===== src/rtl/rf_wb_pkg.sv =====
// Shared defaults and helpers for the register-file write-back arbiter.
// Optional build macro RF_WB_FIXED_PRIO_EN selects fixed priority instead of round-robin.
package rf_wb_pkg;

  localparam int WIDTH_D    = 32;
  localparam int DEPTH_D    = 32;
  localparam int AD_WIDTH_D = 5;
  localparam int N_REQ_D    = 3;
  localparam int ID_W       = $clog2(N_REQ_D);

  // Pointer moves one past the winner so the winner becomes lowest priority next time.
  function automatic int unsigned rr_next_ptr(input int unsigned winner, input int unsigned n_req);
    if (winner + 32'd1 >= n_req) begin
      return 32'd0;
    end else begin
      return winner + 32'd1;
    end
  endfunction

endpackage


===== src/rtl/rf_wb_arbiter_if.sv =====
// Write-back bus between execution-unit requesters and the shared register-file write port.
// Behaviour is independent of RF_WB_FIXED_PRIO_EN.
interface rf_wb_arbiter_if
  import rf_wb_pkg::*;
#(
  parameter int WIDTH    = WIDTH_D,
  parameter int DEPTH    = DEPTH_D,
  parameter int AD_WIDTH = AD_WIDTH_D,
  parameter int N_REQ    = N_REQ_D
);
  localparam int GID_W = $clog2(N_REQ);

  logic [N_REQ-1:0]          req_valid;
  logic [N_REQ-1:0]          req_ready;
  logic [N_REQ*AD_WIDTH-1:0] req_addr;
  logic [N_REQ*WIDTH-1:0]    req_data;
  logic                      Wr_En;
  logic [AD_WIDTH-1:0]       A3;
  logic [WIDTH-1:0]          WData;
  logic [DEPTH-1:0]          busy;
  logic [GID_W-1:0]          grant_id;

  modport master (
    output req_valid, req_addr, req_data,
    input  req_ready, Wr_En, A3, WData, busy, grant_id
  );

  modport slave (
    input  req_valid, req_addr, req_data,
    output req_ready, Wr_En, A3, WData, busy, grant_id
  );

endinterface


===== src/rtl/rf_wb_arbiter_rr.sv =====
// Combinational arbiter: picks the first valid requester at/after ptr (wrapping).
// With RF_WB_FIXED_PRIO_EN defined the lowest valid index always wins and ptr is ignored.
module rr_arbiter
  import rf_wb_pkg::*;
#(
  parameter int N_REQ = N_REQ_D,
  parameter int GID_W = $clog2(N_REQ)
) (
  input  logic [N_REQ-1:0] valid,
  input  logic [GID_W-1:0] ptr,
  output logic [N_REQ-1:0] grant,
  output logic [GID_W-1:0] grant_idx,
  output logic             grant_vld
);

`ifdef RF_WB_FIXED_PRIO_EN
  logic unused_ptr_s;
  assign unused_ptr_s = ^ptr;
`endif

  // Smallest priority distance among valid requesters wins.
  always_comb begin
    int dist_s;
    int best_s;
    grant     = {N_REQ{1'b0}};
    grant_idx = {GID_W{1'b0}};
    grant_vld = 1'b0;
    best_s    = N_REQ;
    dist_s    = 0;
    for (int i = 0; i < N_REQ; i++) begin
`ifdef RF_WB_FIXED_PRIO_EN
      dist_s = i;
`else
      dist_s = (i >= int'(ptr)) ? (i - int'(ptr)) : (i + N_REQ - int'(ptr));
`endif
      if (valid[i] && (dist_s < best_s)) begin
        best_s    = dist_s;
        grant_idx = GID_W'(i);
        grant_vld = 1'b1;
      end else begin
        best_s = best_s;
      end
    end
    for (int i = 0; i < N_REQ; i++) begin
      grant[i] = grant_vld & (grant_idx == GID_W'(i));
    end
  end

endmodule


===== src/rtl/rf_wb_arbiter.sv =====
// Shares the register-file write port between N_REQ one-entry write-back buffers.
// Build macro RF_WB_FIXED_PRIO_EN: fixed priority (no pointer) instead of round-robin.
module rf_wb_arbiter
  import rf_wb_pkg::*;
#(
  parameter int WIDTH    = WIDTH_D,
  parameter int DEPTH    = DEPTH_D,
  parameter int AD_WIDTH = AD_WIDTH_D,
  parameter int N_REQ    = N_REQ_D
) (
  input  logic           clk,
  input  logic           res,
  rf_wb_arbiter_if.slave bus
);
  localparam int GID_W = $clog2(N_REQ);

  logic [N_REQ-1:0]                buf_valid_r, buf_valid_n;
  logic [N_REQ-1:0][AD_WIDTH-1:0]  buf_addr_r, buf_addr_n;
  logic [N_REQ-1:0][WIDTH-1:0]     buf_data_r, buf_data_n;
  logic                            wr_en_r, wr_en_n;
  logic [AD_WIDTH-1:0]             a3_r, a3_n;
  logic [WIDTH-1:0]                wdata_r, wdata_n;
  logic [GID_W-1:0]                grant_id_r, grant_id_n;
  logic [DEPTH-1:0]                busy_r, busy_n;
  logic [GID_W-1:0]                ptr_s;
  logic [N_REQ-1:0]                grant_s;
  logic [GID_W-1:0]                gidx_s;
  logic                            grant_vld_s;
  logic [N_REQ-1:0]                ready_s;
  logic [N_REQ-1:0]                xfer_s;

  rr_arbiter #(.N_REQ(N_REQ), .GID_W(GID_W)) u_arb (
    .valid     (buf_valid_r),
    .ptr       (ptr_s),
    .grant     (grant_s),
    .grant_idx (gidx_s),
    .grant_vld (grant_vld_s)
  );

  // A granted buffer drains this edge, so it can accept a refill in the same cycle.
  assign ready_s = {N_REQ{res}} & (~buf_valid_r | grant_s);
  assign xfer_s  = bus.req_valid & ready_s;

`ifdef RF_WB_FIXED_PRIO_EN
  assign ptr_s = {GID_W{1'b0}};
`else
  logic [GID_W-1:0] ptr_r;

  // Round-robin pointer advances past each winner and holds when idle.
  always_ff @(posedge clk or negedge res) begin
    if (!res) begin
      ptr_r <= {GID_W{1'b0}};
    end else if (grant_vld_s) begin
      ptr_r <= GID_W'(rr_next_ptr(32'(gidx_s), N_REQ));
    end else begin
      ptr_r <= ptr_r;
    end
  end

  assign ptr_s = ptr_r;
`endif

  // Next buffer contents, write-port values and busy map.
  always_comb begin
    buf_valid_n = buf_valid_r;
    buf_addr_n  = buf_addr_r;
    buf_data_n  = buf_data_r;
    for (int i = 0; i < N_REQ; i++) begin
      // Writes to register 0 are accepted but never buffered.
      if (xfer_s[i] && (bus.req_addr[i*AD_WIDTH +: AD_WIDTH] != {AD_WIDTH{1'b0}})) begin
        buf_valid_n[i] = 1'b1;
        buf_addr_n[i]  = bus.req_addr[i*AD_WIDTH +: AD_WIDTH];
        buf_data_n[i]  = bus.req_data[i*WIDTH +: WIDTH];
      end else if (grant_s[i]) begin
        buf_valid_n[i] = 1'b0;
      end else begin
        buf_valid_n[i] = buf_valid_r[i];
      end
    end

    if (grant_vld_s) begin
      wr_en_n    = 1'b1;
      a3_n       = buf_addr_r[gidx_s];
      wdata_n    = buf_data_r[gidx_s];
      grant_id_n = gidx_s;
    end else begin
      wr_en_n    = 1'b0;
      a3_n       = a3_r;
      wdata_n    = wdata_r;
      grant_id_n = {GID_W{1'b0}};
    end

    busy_n = {DEPTH{1'b0}};
    for (int i = 0; i < N_REQ; i++) begin
      busy_n[buf_addr_n[i]] = busy_n[buf_addr_n[i]] | buf_valid_n[i];
    end
    busy_n[a3_n] = busy_n[a3_n] | wr_en_n;
    busy_n[0]    = 1'b0;
  end

  // State and output registers.
  always_ff @(posedge clk or negedge res) begin
    if (!res) begin
      buf_valid_r <= {N_REQ{1'b0}};
      buf_addr_r  <= '{default: {AD_WIDTH{1'b0}}};
      buf_data_r  <= '{default: {WIDTH{1'b0}}};
      wr_en_r     <= 1'b0;
      a3_r        <= {AD_WIDTH{1'b0}};
      wdata_r     <= {WIDTH{1'b0}};
      grant_id_r  <= {GID_W{1'b0}};
      busy_r      <= {DEPTH{1'b0}};
    end else begin
      buf_valid_r <= buf_valid_n;
      buf_addr_r  <= buf_addr_n;
      buf_data_r  <= buf_data_n;
      wr_en_r     <= wr_en_n;
      a3_r        <= a3_n;
      wdata_r     <= wdata_n;
      grant_id_r  <= grant_id_n;
      busy_r      <= busy_n;
    end
  end

  assign bus.req_ready = ready_s;
  assign bus.Wr_En     = wr_en_r;
  assign bus.A3        = a3_r;
  assign bus.WData     = wdata_r;
  assign bus.grant_id  = grant_id_r;
  assign bus.busy      = busy_r;

endmodule


===== src/flat_wrapper.sv =====
// flat-port wrapper written by rule: the top's interface ports become plain ports
module rf_wb_arbiter_flat import rf_wb_pkg::*;
#(
  parameter int WIDTH    = WIDTH_D,
  parameter int DEPTH    = DEPTH_D,
  parameter int AD_WIDTH = AD_WIDTH_D,
  parameter int N_REQ    = N_REQ_D
)
  (clk, res, bus_req_valid, bus_req_addr, bus_req_data, bus_req_ready, bus_Wr_En, bus_A3, bus_WData, bus_busy, bus_grant_id);
  rf_wb_arbiter_if #(.WIDTH(WIDTH), .DEPTH(DEPTH), .AD_WIDTH(AD_WIDTH), .N_REQ(N_REQ)) bus_i ();
  input  logic clk;
  input  logic res;
  input wire logic [$bits(bus_i.req_valid)-1:0] bus_req_valid;
  input wire logic [$bits(bus_i.req_addr)-1:0] bus_req_addr;
  input wire logic [$bits(bus_i.req_data)-1:0] bus_req_data;
  output wire logic [$bits(bus_i.req_ready)-1:0] bus_req_ready;
  output wire logic [$bits(bus_i.Wr_En)-1:0] bus_Wr_En;
  output wire logic [$bits(bus_i.A3)-1:0] bus_A3;
  output wire logic [$bits(bus_i.WData)-1:0] bus_WData;
  output wire logic [$bits(bus_i.busy)-1:0] bus_busy;
  output wire logic [$bits(bus_i.grant_id)-1:0] bus_grant_id;
  assign bus_i.req_valid = bus_req_valid;
  assign bus_i.req_addr = bus_req_addr;
  assign bus_i.req_data = bus_req_data;
  assign bus_req_ready = bus_i.req_ready;
  assign bus_Wr_En = bus_i.Wr_En;
  assign bus_A3 = bus_i.A3;
  assign bus_WData = bus_i.WData;
  assign bus_busy = bus_i.busy;
  assign bus_grant_id = bus_i.grant_id;
  rf_wb_arbiter #(.WIDTH(WIDTH), .DEPTH(DEPTH), .AD_WIDTH(AD_WIDTH), .N_REQ(N_REQ)) u_core (.clk(clk), .res(res), .bus(bus_i));
endmodule

===== config.mk =====
export PLATFORM = sky130hd
export DESIGN_NAME = rf_wb_arbiter_flat
export DESIGN_NICKNAME = d
export VERILOG_FILES = /design/src/rtl/rf_wb_pkg.sv /design/src/rtl/rf_wb_arbiter_if.sv /design/src/rtl/rf_wb_arbiter_rr.sv /design/src/rtl/rf_wb_arbiter.sv /design/src/flat_wrapper.sv
export SDC_FILE = /design/constraint.sdc
export NUM_CORES = 1
export LEC_CHECK = 0
export BUFFER_PORTS_ARGS = -buffer_cell sky130_fd_sc_hd__buf_2
export CAP_MARGIN = 20
export CORE_ASPECT_RATIO = 1.1
export CORE_MARGIN = 1
export CORE_UTILIZATION = 40
export DETAILED_ROUTE_END_ITERATION = 16
export GPL_ROUTABILITY_DRIVEN = 1
export HOLD_SLACK_MARGIN = 0.1
export PLACE_DENSITY = 0.7
export SYNTH_ARGS = -nofsm -noshare
export SYNTH_HDL_FRONTEND = slang
export SYNTH_SLANG_ARGS = --single-unit

===== constraint.sdc =====
create_clock -name clk -period 23.2 [get_ports clk]
set_clock_uncertainty 0.15 [all_clocks]
set_input_delay 0 -clock clk [delete_from_list [all_inputs] [get_ports clk]]
set_output_delay 0 -clock clk [all_outputs]
set_load 0.02 [all_outputs]

---- Word level (Yosys, flattened, before mapping) ----
Memory sizes are Yosys's and may differ from the RTL's.
Index checks and enable logic that the tools add are counted.
operators by class
  add/sub/neg operators ................... 7
  multiply operators ...................... 0
  divide/modulo/power cells ............... 0
  magnitude comparators ................... 16
  eq/ne operators ......................... 2
  shift operators ......................... 0
  mux-type cells .......................... 45
  bitwise logic cells ..................... 12
  reductions and logical operators ........ 14
operators with widths
  kind                   number
  $mux W32               6
  $bwmux W32             3
  $bmux W32 S2           1
  $lt A32 B32 Y1         2
  $and A32 B32 Y32       1
  $lt A32 B3 Y1 const B  1
  $mux W5                5
  $lt A5 B6 Y1 const B   4
  $demux W1 S5           4
  $ge A5 B1 Y1 const B   4
  $mux W1                19
  $bmux W1 S5            3
  $reduce_bool A5 Y1     3
  $bmux W5 S2            1
  $logic_and A1 B1 Y1    10
  $sub A3 B2 Y4 const A  2
  $and A3 B3 Y3          2
  $mux W2                3
  $sub A1 B2 Y3 const A  2
  $sub A2 B2 Y3 const A  2
  $ge A1 B2 Y1 const A   2
  $or A1 B1 Y1           4
  $add A2 B1 Y3 const B  1
  $and A1 B1 Y1          3
  8 further kinds        8
word-level totals
  register bits ........................... 187
  bits in latches ......................... 0
  RAM bits ................................ 0
  memory bits (read-only) ................. 32
  input port bits ......................... 116
  output and inout bits ................... 75
  logic and storage cells ................. 110
  memories kept ........................... 1
memory list
  name             depth  bits a word  rd ports  clocked after Yosys merged registers in  write ports  RTL line             source
  (no name shown)  32     1            1         0                                        0            rf_wb_arbiter.sv:95  busy_n[buf_addr_n[i]] = busy_n[buf_addr_n[i]] | buf_valid_n[i];

---- Longest topological paths before layout ----
Gate-level depths: netlist of run 1.
  depth in word-level cells ............... 35
  gate-level depth with buffers ........... 34
  gate-level depth less buffers ........... 27

---- By module ----
Synthesis of run 1 repeated with hierarchy kept, for this count alone.
second synthesis, totals
  cell total of the unflattened synthesis .. 1357
  area, all modules ....................... 11237.0 sq um
by module, submodules not included
  module         times used  cells an instance  area an instance (sq um)  sequential area each (sq um)
  rf_wb_arbiter  1           1309               10877.9                   4679.5
  rr_arbiter     1           48                 359.1                     0.0

---- Worst setup path before layout of run 1 ----
OpenSTA, ideal clock, no wires.
  path kind ............................... register to register
  start ................................... register u_core.ptr_r[1]
  end ..................................... register u_core.busy_r[1], in the netlist u_core.bus.busy[1]
  setup time .............................. 0.125 ns
  arrival time ............................ 7.311 ns
  required time ........................... 22.925 ns
  setup slack ............................. 15.614 ns
  cell stages (with the launch flop) ...... 30
  path buffers ............................ 6
  clock period less this slack ............ 7.586 ns
  cells stage by stage .................... dfrtp_1 > buf_2 > inv_1 > ha_1 > nor2b_1 > ha_1 > a21boi_1 > o21ai_0 > buf_1 > clkbuf_1 > clkbuf_1 > a21oi_1 > ha_1 > or3_1 > nand4bb_1 > a21bo_2 > nand3_2 > buf_4 > mux2i_1 > clkbuf_1 > nand2_1 > a221o_1 > a311o_1 > nor3_4 > nand3_2 > or3_1 > a22o_1 > and4bb_2 > nand2_1 > mux2_2
on the way
  cells in the longest elaborated chain, start to end .. 35
  elaborated cells on any way between the ends .. 86
  those cells by class .................... add/sub (6); order compare (14); eq/ne (2); mux (41); bitwise (11); reduce/logical (11); memory (1)
RTL lines
  item                                   RTL line                source
  from (decl)                            rf_wb_arbiter.sv:47     logic [GID_W-1:0] ptr_r;
  from (signal assigned)                 rf_wb_arbiter.sv:52     ptr_r <= {GID_W{1'b0}};
  from (signal assigned)                 rf_wb_arbiter.sv:54     ptr_r <= GID_W'(rr_next_ptr(32'(gidx_s), N_REQ));
  from (signal assigned)                 rf_wb_arbiter.sv:56     ptr_r <= ptr_r;
  $sub A2 B2 Y3 (tied with other cells)  rf_wb_arbiter_rr.sv:34  dist_s = (i >= int'(ptr)) ? (i - int'(ptr)) : (i + N_REQ - int'(ptr));
  $mux W32                               rf_wb_arbiter_rr.sv:34
  $lt A32 B3 Y1                          rf_wb_arbiter_rr.sv:36  if (valid[i] && (dist_s < best_s)) begin
  $logic_and A1 B1 Y1                    rf_wb_arbiter_rr.sv:36
  $mux W32                               rf_wb_arbiter_rr.sv:36
  $lt A32 B32 Y1                         rf_wb_arbiter_rr.sv:36
  $logic_and A1 B1 Y1                    rf_wb_arbiter_rr.sv:36
  $mux W32                               rf_wb_arbiter_rr.sv:36
  [... 20 more ...]                      --
  $mux W1 (not written as such)          rf_wb_arbiter.sv:95
  $or A1 B1 Y1                           rf_wb_arbiter.sv:95
  $bwmux W32                             rf_wb_arbiter.sv:95
  $bmux W1 S5                            rf_wb_arbiter.sv:97     busy_n[a3_n] = busy_n[a3_n] | wr_en_n;
  $mux W1 (not written as such)          rf_wb_arbiter.sv:97
  $or A1 B1 Y1                           rf_wb_arbiter.sv:97
  $bwmux W32 (*)                         rf_wb_arbiter.sv:97
  net u_core.busy_n[1]                   rf_wb_arbiter.sv:24     logic [DEPTH-1:0] busy_r, busy_n;
  to (signal assigned)                   rf_wb_arbiter.sv:111    busy_r <= {DEPTH{1'b0}};
  to (signal assigned)                   rf_wb_arbiter.sv:120    busy_r <= busy_n;
  to (decl)                              rf_wb_arbiter.sv:24
The timed path passes the listed nets; every way through them passes the cells marked *. The select of a mux whose other input is x is not followed.
A chain may end at the register's enable or synchronous reset.

==> results of run 1 <==
cells in the final DEF, fill, tap and decap left out, types with 9 or more instances in the layout:
master / count
or3_1: 9
nand2b_1: 17
nor2_1: 122
nor3_1: 39
nand2_1: 451
a31oi_1: 24
a32oi_1: 10
inv_1: 26
mux2_2: 11
o21ai_0: 66
o211ai_1: 10
buf_4: 27
and3_1: 10
buf_2: 188
mux2i_1: 68
ha_1: 10
clkbuf_16: 17
a21oi_1: 81
nand3_1: 34
and2_1: 17
o22ai_1: 10
dlygate4sd3_1: 114
o21a_1: 9
dfrtp_1: 187
tightest hold or removal path, delay by kind of cell:
kind	cells	cell delay (ns)
AO/OA/AOI/OAI	2	0.33
AND/OR/NAND/NOR	3	0.24
buffers and inverters	1	0.10
where the power goes:
group          switching (W)  internal, W
clock network       0.000135     0.000165
logic                0.00123     0.000545
registers           0.000101     0.000477
state kept, by name, indices dropped and copies added, names as in the netlist:
register / flops
u_core.bus.Wr_En: 1
u_core.bus.A3: 5
u_core.buf_addr_r: 15
u_core.buf_data_r: 96
u_core.bus.WData: 32
u_core.ptr_r: 2
u_core.bus.busy: 31
u_core.buf_valid_r: 3
u_core.bus.grant_id: 2
stage by stage:
stage               total power (W)  setup WS (ns)
floorplan                  0.001727          15.61
global placement           0.002283          13.93
detailed placement         0.002294          13.60
CTS                        0.002618          13.55
global route               0.002821          12.75
finish                     0.002652          13.42
final timing paths:
check	from	to	slack, ns	cells after the start
max	u_core.ptr_r[1]$_DFFE_PN0N_	u_core.bus.busy[11]$_DFF_PN0_	13.42	28
min reg2reg	u_core.buf_data_r[30]$_DFFE_PN0N_	u_core.buf_data_r[30]$_DFFE_PN0N_	0.33	2
min in group asynchronous	res	u_core.bus.WData[28]$_DFFE_PN0N_	0.61	4
max reg2reg	u_core.ptr_r[1]$_DFFE_PN0N_	u_core.bus.busy[11]$_DFF_PN0_	13.42	28
max in group asynchronous	res	u_core.bus.busy[3]$_DFF_PN0_	20.74	5
min	bus_req_valid[2]	u_core.buf_data_r[69]$_DFFE_PN0P_	0.13	6
layer usage:
metal	up-vias	global-route usage [%]
li1	5748	-
met1	5902	37.85
met2	689	50.03
met3	181	5.372
met4	0	18.83
met5	-	0
layout make-up:
| type | count | area (µm²) | area share (%) |
|---|---|---|---|
| Timing Repair Buffer | 332 | 2354 | 15.83 |
| Inverter | 29 | 110.1 | 0.7408 |
| Clock buffer | 19 | 442.9 | 2.980 |
| Clock inverter | 13 | 160.2 | 1.078 |
| Tap cell | 368 | 460.4 | 3.098 |
| Sequential cell | 187 | 4679 | 31.48 |
| Multi-Input combinational cell | 1188 | 6656 | 44.78 |
kinds of logic after synthesis:
| group | after synthesis | synth area share [%] |
|---|---|---|
| xor gates and xnor gates | 1 | 0.07490 |
| and+or+nand+nor | 756 | 28.04 |
| DFF | 187 | 40.01 |
| adders and majority gates | 10 | 1.070 |
| muxes | 79 | 6.878 |
| other | 1 | 0.03206 |
| buffers and inverters | 99 | 3.380 |
| AOI/OAI and AO/OA | 341 | 20.52 |
==> metrics.csv, run 1 <==
metric,value,unit
wire per inst,21.58,µm
buffers and inverters on the worst path,4,
Ports,191,
met2 WL,21470,µm
drt first pass iters,5,
Worst slew margin,25.04,%
clk slew on worst S/H paths,0.07,ns
endpoints failing setup,0,
width of the die,165.0,µm
Synth Instances,1474,
Layout Utilization,51.77,%
post-CTS sizing,0,
post-route insts no fill,2136,
post-synthesis sequential area ratio,40.01,%
gp weighted congestion,1.003,
Area after DPL,0.01309,mm²
final global-route overflow total,0,
Power Density,178.5,mW/mm²
final hold vios,0,
Die H,181.3,µm
Unique masters post-synth,97,
Synth Register Bits,187,
Routed Antenna Nets,0,
fmax,102.2,MHz
routed wl met3,3577,µm
largest net degree at the start of global routing,80,
first-pass GRT wire length,70260,µm
H-tree levels,4,
CTS root buf,clkbuf_16,
Placed Cells incl. Taps,1989,
Crit Path Max Fanout,44,
Site Rows,65,
total wire length,46090,µm
CTS Buf Count,17,
DR vias,12520,
Crit Path Class,flip-flop to flip-flop,
Max Slew Vio Count,0,
CP most frequent cell,ha_1,
n_diodes,0,
"Clk Latency, worst-skew pair",0.43,ns
vias in the first global route,12340,
total track usage,30.87,%
Bufs on Longest Clock Path,2,
outcome,"finished, final reports clean",
initial antenna violation count,0,
CP startpoint kind,flip-flop,
DR vias/cell,5.861,
die area,0.02993,mm²
Pleak,7.129,nW
critical path's largest stage delay,0.84,ns
Worst-Margin Slew,1.093,ns
YS warnings,0,
slowest library cell on the worst path,nor4_2,
number of port buffers,189,
TritonCTS clock tree,built,
Top Family by Delay on Critical Path,simple AND/OR/NAND/NOR gates,
top-area cell type share of the netlist area,40.01,%
Post-Syn Nets,1600,
Post-Synthesis Mean Instance Area,7.935,µm²
Initial Utilization,40.74,%
synth cell count leaders,"nand2_1 (451), dfrtp_1 (187), nor2_1 (123)",
fraction of registers with async set/reset,100.0,%
post-DP HPWL,32710,µm
clk sink count,187,
Synth Flop Type,dfrtp_1,
RSZ-0062 raised after global routing,no,
"EDFF count, synth",0,
Core ar.,0.02871,mm²
largest cells by area after synthesis,"dfrtp_1 (40%), nand2_1 (14%), mux2i_1 (5.8%), nor2_1 (3.9%), a21oi_1 (3.5%)",
final hold slack,0.1268,ns
synthesis-to-finish area growth,27.08,%
initial DRC count,1462,
Period minus WS final,9.784,ns
maximum VDD drop,0.1011,mV
DRT met1 WL,18020,µm
nets,1881,
post-route cell area,0.01486,mm²
drt drc,0,
Max-cap violations,0,
synthesized cell area,0.01170,mm²
fill cell count,2622,
max layer used,met4,
# hold bufs at CTS,115,
postcts setup bufs,0,
Critical Path RT,23.34,ns
worst path arrival time,9.93,ns
Final Cycle Share,42.17,%
HP Class,input port to flip-flop,
most frequent cell after synthesis,nand2_1,
post-synth top area cell,dfrtp_1,
Crit. End Element,flip-flop,
TNS Setup,0,ns
share of layout cells above drive strength 1,17.36,%
Power figures use the tool's default switching activity.
==> run 2, diff against run 1 <==
--- a/config.mk
+++ b/config.mk
@@ -5,6 +5,7 @@
 export SDC_FILE = /design/constraint.sdc
 export NUM_CORES = 1
 export LEC_CHECK = 0
+export ABC_AREA = 1
 export BUFFER_PORTS_ARGS = -buffer_cell sky130_fd_sc_hd__buf_2
 export CAP_MARGIN = 20
 export CORE_ASPECT_RATIO = 1.1
==> constraint.sdc (replaced) <==
create_clock -name clk -period 9.78 [get_ports clk]
set_clock_uncertainty 0.15 [all_clocks]
set_input_delay 0 -clock clk [delete_from_list [all_inputs] [get_ports clk]]
set_output_delay 0 -clock clk [all_outputs]
set_load 0.02 [all_outputs]
==> metrics.csv, run 2 <==
metric,value,unit
top-area cell type share of the netlist area,43.25,%
clk slew on worst S/H paths,0.08,ns
fraction of registers with async set/reset,100.0,%
drt first pass iters,5,
RSZ-0062 raised after global routing,no,
endpoints failing setup,0,
Synth Flop Type,dfrtp_1,
synth cell count leaders,"nand2_1 (264), nor2_1 (250), dfrtp_1 (187)",
Crit Path Max Fanout,43,
Final Cycle Share,86.02,%
slowest library cell on the worst path,nand3_4,
most frequent cell after synthesis,nand2_1,
Critical Path RT,9.97,ns
vias in the first global route,11120,
Pleak,6.601,nW
"leading cell type in the layout, fill and taps excluded",nand2_1,
post-route insts no fill,2065,
CP startpoint kind,flip-flop,
largest cells by area after synthesis,"dfrtp_1 (43%), nand2_1 (9.2%), nor2_1 (8.7%), nand3_1 (6.8%), mux2_2 (6.7%)",
Top Family by Delay on Critical Path,simple AND/OR/NAND/NOR gates,
Routed Antenna Nets,0,
first-pass GRT wire length,57330,µm
Net Switching,0.002996,W
initial antenna violation count,0,
Core ar.,0.02638,mm²
"Clk Latency, worst-skew pair",0.45,ns
"EDFF count, synth",0,
Post-Synthesis Mean Instance Area,7.734,µm²
final hold vios,0,
TritonCTS clock tree,built,
maximum VDD drop,0.2273,mV
CTS Buf Count,17,
width of the die,158.8,µm
wire per inst,17.42,µm
sequential power share,24.0,%
outcome,"finished, final reports clean",
DR vias,11070,
final global-route overflow total,0,
synthesis-to-finish area growth,29.61,%
YS warnings,0,
drt drc,0,
max reg flops,96,
total track usage,26.17,%
nets,1826,
Biggest register,u_core.buf_data_r,
Crit. End Element,flip-flop,
Placed Cells incl. Taps,1893,
Ports,191,
Clock Power Share,12.7,%
largest net degree at the start of global routing,100,
post-synthesis sequential area ratio,43.25,%
most frequent cells in the layout,"nand2_1 (263), nor2_1 (248), buf_2 (188)",
Die H,174.5,µm
TNS Setup,0,ns
HP Class,input port to flip-flop,
CP most frequent cell,nand2_1,
Period minus WS final,8.413,ns
synthesized cell area,0.01082,mm²
n_diodes,0,
gp weighted congestion,0.9385,
post-DP HPWL,23890,µm
Crit Path Class,flip-flop to flip-flop,
initial DRC count,1107,
critical path's largest stage delay,0.60,ns
fmax,118.9,MHz
buffers and inverters on the worst path,5,
Cell Int Power,0.002603,W
number of port buffers,189,
H-tree levels,4,
Site Rows,62,
Power Density,399.3,mW/mm²
CTS root buf,clkbuf_16,
post-synth top area cell,dfrtp_1,
Unique masters post-synth,41,
clk sink count,187,
Bufs on Longest Clock Path,2,
total wire length,35970,µm
Post-Syn Nets,1525,
Comb power frac,63.3,%
Initial Utilization,41.02,%
Worst-Margin Slew,0.9881,ns
share of layout cells above drive strength 1,19.91,%
worst path arrival time,8.60,ns
DR vias/cell,5.363,
Worst slew margin,33.88,%
switch share,53.51,%
fill cell count,2410,
Max Slew Vio Count,0,
Synth Register Bits,187,
die area,0.02771,mm²
Max-cap violations,0,
Synth Instances,1399,
[run 2: cell types whose count changed after synthesis, sizes merged, moves of 18 or more]
| cell | change |
|---|---|
| nand2 | -180 |
| nor2 | +130 |
| nand3b | +19 |
| mux2 | +53 |
| a221oi | +28 |
| a21oi | -71 |
| nand3 | +118 |
| a31oi | -24 |
| nor3 | -41 |
| mux2i | -68 |
| inv | +103 |
| and2 | -18 |
| o21ai | +56 |
[run 2: path summary, 6_finish.rpt]
check | from | endpoint | slack (ns) | cells after the start
min in group asynchronous | res | u_core.bus.WData[8]$_DFFE_PN0N_ | 0.57 | 3
hold reg to reg | u_core.buf_data_r[57]$_DFFE_PN0N_ | u_core.buf_data_r[57]$_DFFE_PN0N_ | 0.36 | 1
hold / removal | bus_req_data[69] | u_core.buf_data_r[69]$_DFFE_PN0P_ | 0.15 | 4
setup / recovery | u_core.ptr_r[1]$_DFFE_PN0N_ | u_core.bus.busy[20]$_DFF_PN0_ | 1.37 | 47
max in group asynchronous | res | u_core.bus.busy[14]$_DFF_PN0_ | 7.12 | 5
setup reg to reg | u_core.ptr_r[1]$_DFFE_PN0N_ | u_core.bus.busy[20]$_DFF_PN0_ | 1.37 | 47
[run 2: routing by layer]
layer	global-route usage [%]	vias up	part of all wire (%)
li1	-	5236	-
met1	31.30	5343	41
met2	46.66	411	51
met3	3.961	84	5.1
met4	10.96	0	3.2
met5	0	-	0
[run 2: area by class of cell]
cell class | instances | area [µm²] | area share (%)
flip-flops and latches | 187 | 4679 | 33.37
clock buffers | 18 | 439.2 | 3.131
well taps | 352 | 440.4 | 3.140
repair buffers | 342 | 2454 | 17.49
multi-input cells | 1017 | 5351 | 38.16
clock inverters | 14 | 153.9 | 1.097
inverters | 135 | 506.7 | 3.613
[run 2: worst register-to-register path, delay by kind of cell, from the launching register on]
kind | cells | cell delay [ns]
buf+inv | 5 | 0.87
fa+ha+maj | 3 | 0.74
flops | 1 | 0.48
compound gates | 6 | 0.94
simple gates | 33 | 5.12
[run 2: through the flow]
step	area, µm²	setup slack (ns)	utilization [%]	total power (W)	hold WS (ns)
finish	14020	1.367	53.17	0.005600	0.1542
CTS	14020	1.484	53.17	0.005536	0.1433
detailed placement	12030	1.522	45.61	0.004735	0.005267
global route	14020	0.6083	53.17	0.006026	0.1782
global placement	12030	1.613	45.61	0.004672	0.004152
floorplan	10820	4.153	-	0.003775	-0.4456
[run 2: logic make-up (layout without fill, tap and decap cells)]
group                      count (synthesis)  count (layout)  share of synthesized area, %
adders and majority gates                 10              10                         1.156
other                                      1               1                       0.03466
and+or+nand+nor                          729             729                         29.46
muxes                                     64              64                         6.660
DFF                                      187             187                         43.25
AOI/OAI and AO/OA                        213             213                         12.03
buffers and inverters                    195             509                         7.412
[run 2: power groups by stage]
stage | Sequential, W | Clock (W) | Combinational (W)
3_5_place_dp | 0.00134 | 0 | 0.00339
6_report | 0.00134 | 0.000711 | 0.00355
3_3_place_gp | 0.00133 | 0 | 0.00334
5_1_grt | 0.00137 | 0.000748 | 0.00390
4_1_cts | 0.00133 | 0.000721 | 0.00348
2_1_floorplan | 0.00143 | 0 | 0.00235
[run 2: timing repair]
| item | 4_1_cts | 5_1_grt |
|---|---|---|
| endpoints found under the hold margin | 208 | 0 |
| gates resized for setup | 0 | 0 |
| hold buffers | 140 | 0 |
| buffers inserted | 0 | 0 |
==> run 3, diff against run 2 <==
==> constraint.sdc (replaced) <==
create_clock -name clk -period 9.78 [get_ports clk]
set_clock_uncertainty 0.15 [all_clocks]
set_input_delay 0.978 -clock clk [delete_from_list [all_inputs] [get_ports clk]]
set_output_delay 0.978 -clock clk [all_outputs]
set_load 0.02 [all_outputs]
==> metrics.csv, run 3 (synthesis gave the netlist of run 2 again) <==
metric,value,unit
vias in the first global route,10190,
TritonCTS clock tree,built,
TNS Setup,0,ns
Routed Antenna Nets,0,
wire per inst,17.30,µm
Max Slew Vio Count,0,
fill cell count,2613,
Initial Utilization,41.02,%
CTS root buf,clkbuf_16,
reg2reg end,u_core.bus.busy[20]$_DFF_PN0_,
CP most frequent cell,nand2_1,
# hold bufs at CTS,0,
final hold slack,0.3553,ns
CP startpoint kind,flip-flop,
Area after DPL,0.01203,mm²
RR Startpoint,u_core.ptr_r[1]$_DFFE_PN0N_,
RSZ-0062 raised after global routing,no,
CP startpoint,u_core.ptr_r[1]$_DFFE_PN0N_,
largest net degree at the start of global routing,101,
Top Family by Delay on Critical Path,simple AND/OR/NAND/NOR gates,
number of port buffers,189,
HP Class,flip-flop to flip-flop,
post-CTS sizing,0,
Critical Path RT,9.96,ns
post-DP HPWL,23890,µm
Ports,191,
clk slew on worst S/H paths,0.08,ns
Biggest register,u_core.buf_data_r,
outcome,"finished, final reports clean",
Worst-Margin Slew,0.9853,ns
total wire length,33300,µm
first-pass GRT wire length,53270,µm
DR vias,10370,
initial DRC count,1158,
WP depth,47,
CTS Buf Count,17,
Crit Path Class,flip-flop to flip-flop,
width of the die,158.8,µm
max reg flops,96,
synthesis-to-finish area growth,16.66,%
slowest library cell on the worst path,nand3_4,
gp weighted congestion,0.9385,
fmax,119.5,MHz
total track usage,24.36,%
die area,0.02771,mm²
Final Cycle Share,85.56,%
DR vias/cell,5.385,
initial antenna violation count,1,
"leading cell type in the layout, fill and taps excluded",nand2_1,
Max-cap violations,0,
final global-route overflow total,0,
postcts setup bufs,0,
Setup crit end,u_core.bus.busy[20]$_DFF_PN0_,
Core ar.,0.02638,mm²
critical path's largest stage delay,0.59,ns
drt first pass iters,6,
buffers and inverters on the worst path,5,
worst reg-to-reg setup slack,1.41,ns
post-route cell area,0.01262,mm²
drt drc,0,
clk sink count,187,
Bufs on Longest Clock Path,2,
worst path arrival time,8.55,ns
Register-to-Register Path Depth,47,
Period minus WS final,8.368,ns
n_diodes,0,
final hold vios,0,
"Clk Latency, worst-skew pair",0.45,ns
Crit Path Max Fanout,43,
Crit. End Element,flip-flop,
endpoints failing setup,0,
most frequent cells in the layout,"nand2_1 (263), nor2_1 (248), buf_2 (188)",
share of layout cells above drive strength 1,21.68,%
Worst slew margin,34.07,%
nets,1686,
Site Rows,62,
Die H,174.5,µm
H-tree levels,4,
run 3: routing by layer:
layer,global-route usage (%),share of wire [%],vias to the layer above
met1,29.99,42,4949
met2,43.00,50,392
li1,-,-,4958
met5,0,0.039,-
met3,3.651,5.3,65
met4,8.981,2.6,2
run 3: final cells by class:
| class | instances | area, µm² | share of cell area (%) |
|---|---|---|---|
| Multi-Input combinational cell | 1017 | 5351 | 42.39 |
| Timing Repair Buffer | 202 | 1052 | 8.336 |
| Sequential cell | 187 | 4679 | 37.07 |
| Inverter | 135 | 506.7 | 4.014 |
| Clock buffer | 18 | 439.2 | 3.479 |
| Clock inverter | 14 | 153.9 | 1.219 |
| Tap cell | 352 | 440.4 | 3.489 |
run 3: stage by stage:
stage / setup slack (ns) / std cells / utilization, %
after floorplan: 4.153 / 1399 / -
after global placement: 1.613 / 1893 / 45.61
after detailed placement: 1.522 / 1893 / 45.61
after CTS: 1.484 / 1925 / 47.86
after global routing: 0.6206 / 1925 / 47.86
final: 1.412 / 1925 / 47.86
run 3: tightest hold or removal path: cells and delay by family, from the launching register on:
| family | cells | cell delay [ns] |
|---|---|---|
| AND/OR/NAND/NOR | 2 | 0.13 |
| flip-flops | 1 | 0.34 |
run 3: worst min-delay path by stage:
| stage | startpoint | end | slack (ns) | cells after the start |
|---|---|---|---|---|
| 6_report | u_core.bus.WData[3]$_DFFE_PN0N_ | u_core.bus.WData[3]$_DFFE_PN0N_ | 0.36 | 2 |
| 5_1_grt | u_core.buf_data_r[19]$_DFFE_PN0N_ | u_core.buf_data_r[19]$_DFFE_PN0N_ | 0.36 | 1 |
| 4_1_cts | u_core.buf_data_r[19]$_DFFE_PN0N_ | u_core.buf_data_r[19]$_DFFE_PN0N_ | 0.36 | 1 |
| 3_5_place_dp | u_core.buf_data_r[32]$_DFFE_PN0N_ | u_core.buf_data_r[32]$_DFFE_PN0N_ | 0.34 | 1 |
| 3_3_place_gp | u_core.bus.WData[24]$_DFFE_PN0N_ | u_core.bus.WData[24]$_DFFE_PN0N_ | 0.34 | 2 |
| 2_1_floorplan | u_core.buf_data_r[32]$_DFFE_PN0N_ | u_core.buf_data_r[32]$_DFFE_PN0N_ | 0.33 | 1 |
Power of run 3 is not shown: default switching activity piles up to over one toggle a cycle in this logic, so the estimate is an artifact.
